## src/rtl/psg_mixer_pkg.sv

```systemverilog
// Shared widths, register addresses and sample-period phase type for the PSG voice mixer.
package psg_mixer_pkg;

  localparam int VOICE_W = 12;
  localparam int VOL_W   = 8;
  localparam int MVOL_W  = 4;
  localparam int ACC_W   = 24;
  localparam int SCL_W   = 29;
  localparam int OUT_W   = 15;
  localparam int PROD_W  = VOICE_W + VOL_W;

  localparam logic [3:0] ADR_EN   = 4'd14;
  localparam logic [3:0] ADR_MVOL = 4'd15;

  typedef enum logic [1:0] {
    PH_ACC,
    PH_SCALE,
    PH_OUT,
    PH_IDLE
  } phase_t;

endpackage

```

## src/rtl/psg_mix_scale.sv

```systemverilog
// Master-volume scaling, right shift and 15-bit saturation of the accumulated mix.
// Optional clipping is enabled by defining PSG_MIXER_CLIP_EN; otherwise the result wraps.
module psg_mix_scale
  import psg_mixer_pkg::*;
#(
  parameter int pShift = 12
) (
  input  logic               clk,
  input  logic               rst,
  input  logic               scale_en,
  input  logic               out_en,
  input  logic [ACC_W-1:0]   acc,
  input  logic [MVOL_W-1:0]  mvol,
  output logic [OUT_W-1:0]   o,
  output logic               ov
);

  logic [SCL_W-1:0]  scaled;
  logic [MVOL_W:0]   mvol_p1;
  logic [OUT_W-1:0]  sat;

  assign mvol_p1 = {1'b0, mvol} + 5'd1;

`ifdef PSG_MIXER_CLIP_EN
  logic [SCL_W-1:0] shifted;
  assign shifted = scaled >> pShift;
  assign sat = (shifted > SCL_W'(32767)) ? 15'h7FFF : shifted[OUT_W-1:0];
`else
  assign sat = OUT_W'(scaled >> pShift);
`endif

  // o holds between output phases so the filter latch at cnt==0 sees a stable value
  always_ff @(posedge clk) begin
    if (rst) begin
      scaled <= '0;
      o      <= '0;
      ov     <= 1'b0;
    end else begin
      if (scale_en)
        scaled <= SCL_W'(acc) * SCL_W'(mvol_p1);
      if (out_en)
        o <= sat;
      ov <= out_en;
    end
  end

endmodule

```

## src/rtl/psg_voice_mixer.sv

```systemverilog
// Serial multiply-accumulate voice mixer owning the shared sample-phase counter.
// Build option: PSG_MIXER_CLIP_EN selects output clipping instead of wrapping.
module psg_voice_mixer
  import psg_mixer_pkg::*;
#(
  parameter int pVoices = 4,
  parameter int pShift  = 12
) (
  input  logic                       clk,
  input  logic                       rst,
  input  logic                       wr,
  input  logic [3:0]                 adr,
  input  logic [7:0]                 din,
  input  logic [VOICE_W*pVoices-1:0] v,
  output logic [7:0]                 cnt,
  output logic [OUT_W-1:0]           o,
  output logic                       ov
);

  localparam logic [7:0] NV = 8'(pVoices);

  logic [VOL_W-1:0]   vol [pVoices];
  logic [pVoices-1:0] en;
  logic [MVOL_W-1:0]  mvol;
  logic [ACC_W-1:0]   acc;

  logic [VOICE_W-1:0] cur_v;
  logic [VOL_W-1:0]   cur_vol;
  logic               cur_en;
  logic [PROD_W-1:0]  prod;
  phase_t             phase;

  always_comb begin
    phase = PH_IDLE;
    if (cnt < NV)
      phase = PH_ACC;
    else if (cnt == NV)
      phase = PH_SCALE;
    else if (cnt == NV + 8'd1)
      phase = PH_OUT;
  end

  // voice k is consumed while cnt==k, so the counter itself steers the operand mux
  always_comb begin
    cur_v   = '0;
    cur_vol = '0;
    cur_en  = 1'b0;
    for (int k = 0; k < pVoices; k++) begin
      if (cnt == 8'(k)) begin
        cur_v   = v[k*VOICE_W +: VOICE_W];
        cur_vol = vol[k];
        cur_en  = en[k];
      end
    end
  end

  assign prod = cur_en ? PROD_W'(cur_v) * PROD_W'(cur_vol) : '0;

  always_ff @(posedge clk) begin
    if (rst) begin
      for (int k = 0; k < pVoices; k++)
        vol[k] <= '0;
      en   <= '1;
      mvol <= 4'd15;
    end else if (wr) begin
      for (int k = 0; k < pVoices; k++)
        if (adr == 4'(k))
          vol[k] <= din;
      if (adr == ADR_EN)
        en <= pVoices'(16'(din));
      if (adr == ADR_MVOL)
        mvol <= din[3:0];
    end
  end

  always_ff @(posedge clk) begin
    if (rst) begin
      cnt <= '0;
      acc <= '0;
    end else begin
      cnt <= cnt + 8'd1;
      if (phase == PH_ACC)
        acc <= ((cnt == 8'd0) ? '0 : acc) + ACC_W'(prod);
    end
  end

  psg_mix_scale #(.pShift(pShift)) u_scale (
    .clk      (clk),
    .rst      (rst),
    .scale_en (phase == PH_SCALE),
    .out_en   (phase == PH_OUT),
    .acc      (acc),
    .mvol     (mvol),
    .o        (o),
    .ov       (ov)
  );

endmodule

```

## config.mk

```make
export PLATFORM = sky130hd
export DESIGN_NAME = psg_voice_mixer
export DESIGN_NICKNAME = d
export VERILOG_FILES = /design/src/rtl/psg_mixer_pkg.sv /design/src/rtl/psg_mix_scale.sv /design/src/rtl/psg_voice_mixer.sv
export SDC_FILE = /design/constraint.sdc
export NUM_CORES = 1
export LEC_CHECK = 0
export CORE_MARGIN = 1.5
export CORE_UTILIZATION = 40
export CTS_CLUSTER_DIAMETER = 150
export DETAILED_ROUTE_END_ITERATION = 8
export PLACE_DENSITY = 0.56
export SLEW_MARGIN = 20
export SYNTH_ARGS = -nofsm -noshare
export SYNTH_HDL_FRONTEND = slang
export SYNTH_SLANG_ARGS = --single-unit
```

## constraint.sdc

```tcl
create_clock -name clk -period 9.9 [get_ports clk]
set_input_delay 0.99 -clock clk [delete_from_list [all_inputs] [get_ports clk]]
set_output_delay 0.99 -clock clk [all_outputs]
set_load 0.05 [all_outputs]
```

==> run metrics <==
largest fanout on the critical path 30; Max Cap Viol 0; total via count in the routed design 10100; critical-path cell with the highest stage delay sky130_fd_sc_hd__ha_1; cells after synthesis 1462; Warnings, synthesis 0; Hold Buf Count CTS 0; worst clock skew on the final layout 0.0104 ns; total power divided by cell area 150 nW/um^2; Setup Buffers After CTS 0; average vias per placed instance 5.29; largest buffer count on any clock path 2; count of pins over their slew limit 0; Wirelength per Cell 15.4 microns; effective utilization at floorplan 0.406; clock tree from TritonCTS built; unrepaired setup endpoints after global routing no; most common cell after layout, fill and taps aside sky130_fd_sc_hd__nand2_1; Required @ worst endpoint 10.19 ns; vias in the first global route 10200; leakage power 6.15 nW; utilization of the core after routing 0.457; Seq/Total Area, Yosys 0.198; Power Total 2.02 mW; number of flip-flops and latches in the synthesized netlist 103; gr usage total 0.201; later-pin clock latency in the skew report 0.36 ns; average cell area after synthesis 8.21 sq um; GP Congestion 0.845; dominant cell type by count on the critical path sky130_fd_sc_hd__fa_1; Diodes inserted 0; EDFF count, synth 32; number of endpoints with negative hold slack in the final report 0; Worst Setup End Kind flip-flop; Max-Slew Margin vs Limit 0.337; clock-pin slew on the worst setup and hold paths 0.08 ns; area of the die 31100 sq um; Std-Cell Rows 63; wire length of the first global-routing pass 50600 microns; total gr overflow 0; launch instance of the worst min-delay path u_scale.scaled[22]$_SDFFE_PP0N_; top achievable clock speed 0.118 GHz; cts repair resizes 0; Post-layout nets 1793; shortest period the worst path allows 8.47 ns; DRC viols 0; Core Area 29600 sq um; Starting DRT DRC Count 600; Num Clock Sinks 103; io pins 87; Synthesized Nets 1745; buffer cell driving the clock tree root sky130_fd_sc_hd__clkbuf_16; category of the most critical setup path flip-flop to flip-flop; startpoint class of the critical path flip-flop; initial antenna violation count 0; top cell type by total area after synthesis sky130_fd_sc_hd__fa_1; Critical Path AT 8.76 ns; count of antenna-violating nets left after detailed routing 0; Initial DRT Pass Iterations 7; total negative slack for setup checks 0 ns; Hold WC Path Type flip-flop to flip-flop; largest net degree at the start of global routing 65; # setup viols final 0; crit share post-route 0.856; most frequent cells in the layout 212 x sky130_fd_sc_hd__nand2_1, 151 x sky130_fd_sc_hd__nor2_1, 140 x sky130_fd_sc_hd__inv_1, 125 x sky130_fd_sc_hd__fa_1, 96 x sky130_fd_sc_hd__a21oi_1; routed wire length 29300 microns; Horiz. Die Dim 176 microns; number of H-tree levels 3; count of input and output buffers 86; worst setup path start cnt[0]$_SDFF_PP0_; area added between synthesis and finish 12.6%; count of different cell masters after synthesis 69; result of the run finished clean; critical path's largest stage delay 0.80 ns; number of buffers inserted during clock tree synthesis 9; prevailing post-synth register cell sky130_fd_sc_hd__dfxtp_1; Max rail drop VDD 0.0816 mV; worst r2r src cnt[0]$_SDFF_PP0_; Worst-Margin Slew 0.991 ns; share of the synthesized area in the top cell type 0.208; layout cells sized above 1 0.0350; Die Ht 176 microns; Async SR Flop Fraction 0; Cell Area, Synth 12000 sq um; post-DP HPWL 22700 microns; cells taking the most area after synthesis sky130_fd_sc_hd__fa_1 21%, sky130_fd_sc_hd__dfxtp_1 12%, sky130_fd_sc_hd__ha_1 9.9%
-- flip-flops by register name, indices dropped and copies added (netlist names) --
register and count:
vol 32, acc 24, u_scale.o 15, u_scale.scaled 15, cnt 8, en 4
mvol 4, u_scale.ov 1
-- kinds of logic (layout without fill, tap and decap cells) --
| family | Yosys count | count (layout) | synth area share |
|---|---|---|---|
| AO/OA/AOI/OAI | 255 | 255 | 0.134 |
| AND/OR/NAND/NOR | 614 | 614 | 0.245 |
| XOR/XNOR | 40 | 40 | 0.0292 |
| multiplexers | 25 | 25 | 0.0208 |
| buffers and inverters | 205 | 258 | 0.0659 |
| flip-flops | 103 | 103 | 0.198 |
| adder cells (fa/ha/maj) | 220 | 220 | 0.307 |
-- layer usage --
metal	GRT usage	part of all wire	vias up	routed length (microns)
met1	0.286	0.50	4871	14500
met5	0	0	-	0
met4	0.0395	0.011	0	330
met2	0.326	0.45	198	13200
met3	0.0278	0.042	22	1220
li1	-	-	4986	-
-- cells in the mapped netlist, drive strengths merged, types with 4 or more instances --
| master | n |
|---|---|
| fa | 125 |
| buf | 15 |
| a31oi | 6 |
| or4 | 5 |
| nand3 | 56 |
| o21ai | 60 |
| nor3 | 17 |
| xnor2 | 16 |
| xor2 | 24 |
| o21bai | 6 |
| dfxtp | 71 |
| o31ai | 9 |
| nor2 | 152 |
| nand2b | 5 |
| nand3b | 21 |
| a21oi | 98 |
| and2 | 78 |
| nand2 | 212 |
| a31o | 6 |
| a211oi | 14 |
| edfxtp | 32 |
| o211ai | 10 |
| a21o | 14 |
| and3 | 14 |
| inv | 140 |
| or3 | 13 |
| nor4b | 6 |
| ha | 95 |
| mux2i | 25 |
| nand4 | 4 |
| clkbuf | 49 |
| nor2b | 20 |
| a2111oi | 5 |
-- final timing paths --
path / endpoint / cells past startpoint / slack (ns)
hold reg to reg: u_scale.scaled[22]$_SDFFE_PP0N_ / 2 / 0.46
setup / recovery: acc[22]$_SDFFE_PP0N_ / 28 / 1.43
hold / removal: u_scale.scaled[22]$_SDFFE_PP0N_ / 2 / 0.46
setup reg to reg: acc[22]$_SDFFE_PP0N_ / 28 / 1.43
-- power breakdown --
| group | internal (mW) | switching [mW] | leakage [nW] |
|---|---|---|---|
| sequential | 0.467 | 0.0464 | 0.882 |
| clock | 0.190 | 0.192 | 0.147 |
| combinational | 0.442 | 0.687 | 5.12 |
| total | 1.10 | 0.926 | 6.15 |
-- metrics by stage --
stage / setup WS [ns] / std cells / instance area, sq um / hold WS, ns
2_1_floorplan: 2.37 / 1462 / 12000 / 0.424
3_3_place_gp: 1.45 / 1889 / 13200 / 0.447
3_5_place_dp: 1.40 / 1889 / 13200 / 0.453
4_1_cts: 1.47 / 1905 / 13500 / 0.466
5_1_grt: 0.730 / 1905 / 13500 / 0.473
6_report: 1.43 / 1905 / 13500 / 0.462
-- critical path, delay by kind of cell, from the launching register on --
kind                     cells  cell delay, ns
flip-flops                   1            0.43
XOR/XNOR                     1            0.18
AND/OR/NAND/NOR              8            1.96
buffers and inverters        3            0.15
AO/OA/AOI/OAI                9            2.15
adder cells (fa/ha/maj)      7            3.49
-- cell type report --
class	count	area, sq um
clock buffer	9	225
clock inverter	7	80.1
fill	2988	16000
inverter	141	529
multi-input combinational	1154	8840
sequential	103	2380
tap	390	488
timing repair buffer	101	968
(Power assumes the default switching activity.)
==> patch (same settings) <==
Reset style: asynchronous (`rst`), changed in 3 clocked blocks.
--- a/src/rtl/psg_mix_scale.sv
+++ b/src/rtl/psg_mix_scale.sv
@@ -30,7 +30,7 @@
 `endif
 
   // o holds between output phases so the filter latch at cnt==0 sees a stable value
-  always_ff @(posedge clk) begin
+  always_ff @(posedge clk or posedge rst) begin
     if (rst) begin
       scaled <= '0;
       o      <= '0;
--- a/src/rtl/psg_voice_mixer.sv
+++ b/src/rtl/psg_voice_mixer.sv
@@ -56,7 +56,7 @@
 
   assign prod = cur_en ? PROD_W'(cur_v) * PROD_W'(cur_vol) : '0;
 
-  always_ff @(posedge clk) begin
+  always_ff @(posedge clk or posedge rst) begin
     if (rst) begin
       for (int k = 0; k < pVoices; k++)
         vol[k] <= '0;
@@ -73,7 +73,7 @@
     end
   end
 
-  always_ff @(posedge clk) begin
+  always_ff @(posedge clk or posedge rst) begin
     if (rst) begin
       cnt <= '0;
       acc <= '0;
Behaviour: differs if rst is asserted again (counterexample within 4 cycles, from zero or initial values and one cycle with rst high); with rst held inactive, the same outputs for 4 cycles.
==> patch against the original RTL <==
  * Largest cell class unchanged
  * Fmax increased by 0.23%
  * Highest routed layer unchanged
  * Setup slack improved by 0.019 ns
  * Via count decreased by 10%
  * Area after synthesis decreased by 2.4%
  * Sequential cell count unchanged
  * First-iteration DRC count decreased by 27%
  * Wire length decreased by 12%
  * Hold slack improved by 0.0076 ns
  * Final area decreased by 1.8%
Power is not compared: it rests on default switching activity, and its combinational part moved more than twofold at a synthesized area within 25%.
==> patch: results (changes against the original RTL) <==
stage;metric;value;unit;change
run_status;outcome;completed;;unchanged
worst_setup_path;crit-path max cell delay;0.66;ns;was 0.80 ns
cells_and_area;fin cells;1830;;was 1905
place;placed cells;1814;;was 1889
logic_synthesis;post-synthesis compound-gate area fraction;11.0;%;was 13.4%
detailed_routing;WL met2;12300;um;was 13200 um
place;placed instance area;13000;um2;was 13200 um2
worst_setup_path;CP Max Fanout;27;;was 30
logic_synthesis;Adder-Cell Fraction of Synth Area;31.5;%;was 30.7%
logic_synthesis;Post-Synth XOR/XNOR Area;3.96;%;was 2.92%
sta;Least-Margin Pin Slew;0.959;ns;was 0.991 ns
cells_and_area;ratio of cells with drive above 1 in the final layout;6.43;%;was 3.50%
logic_synthesis;register area share after synthesis;22.1;%;was 19.8%
global_routing;largest net degree at the start of global routing;75;;was 65
global_routing;total track usage;17.8;%;was 20.1%
logic_synthesis;ranking of synthesized cells by area;fa_1 (21%), dfrtp_1 (20%), ha_1 (10%), nand2_1 (7.5%), nor2_1 (4.9%);;was fa_1 (21%), dfxtp_1 (12%), ha_1 (9.9%), edfxtp_1 (8.0%), nand2_1 (6.6%)
detailed_routing;via-per-instance ratio;4.95;;was 5.29
worst_setup_path;Worst Path Arrival;8.67;ns;was 8.76 ns
cells_and_area;Multi-input gate area;8380;um2;was 8840 um2
global_routing;GR Util met2;30.6;%;was 32.6%
logic_synthesis;Async SR Flop Fraction;100;%;was 0%
detailed_routing;Met1 Routed Length;12400;um;was 14500 um
detailed_routing;DRT Pass-1 Iters;4;;was 7
place;Final GP Congestion;0.884;;was 0.845
cells_and_area;Fill cells;2871;;was 2988
logic_synthesis;Synth cell types;57;;was 69
detailed_routing;post-DR wirelength/cell;14.0;um;was 15.4 um
logic_synthesis;Syn Area/Cell;8.46;um2;was 8.21 um2
worst_setup_path;slowest CP cell;o21ai_0;;was ha_1
sta;clock skew;0.0161;ns;was 0.0104 ns
sta;worst hold margin;0.470;ns;was 0.462 ns
global_routing;first-pass GRT wire length;44700;um;was 50600 um
global_routing;GR Util met1;23.9;%;was 28.6%
logic_synthesis;Post-synth top cells;nand2_1 (235), nor2_1 (152), inv_1 (148), fa_1 (125);;was nand2_1 (212), nor2_1 (151), inv_1 (140), fa_1 (125), a21oi_1 (96)
cells_and_area;Post-layout nets;1724;;was 1793
detailed_routing;First DRT Iteration DRCs;440;;was 600
global_routing;vias in the first global route;9127;;was 10200
place;Final HPWL DP;20300;um;was 22700 um
==> patch: cell types whose count changed in the layout (fill, tap and decap cells not counted), moves of 20 or more <==
cell      delta
and2_1      -32
dfrtp_1     +95
dfxtp_1     -71
edfxtp_1    -32
mux2_2      +42
mux2i_1     -25
nand2_1     +23
nand3_1     -20
==> patch: worst paths after layout <==
| path | from | endpoint | depth (start not counted) |
|---|---|---|---|
| hold reg to reg | u_scale.scaled[16] | u_scale.o[4] | 2 |
| hold / removal | u_scale.scaled[16] | u_scale.o[4] | 2 |
| max in group asynchronous | rst | vol[6] | 3 |
| setup reg to reg | cnt[0] | acc[21] | 28 |
| setup / recovery | cnt[0] | acc[21] | 28 |
| min in group asynchronous | rst | u_scale.o[14] | 2 |
==> patch: area by class of cell <==
class	instances	share of cell area, %
flip-flops and latches	103	19.5
repair buffers	98	7.16
clock inverters	7	0.650
inverters	148	4.20
clock buffers	9	1.70
well taps	384	3.62
multi-input cells	1081	63.2
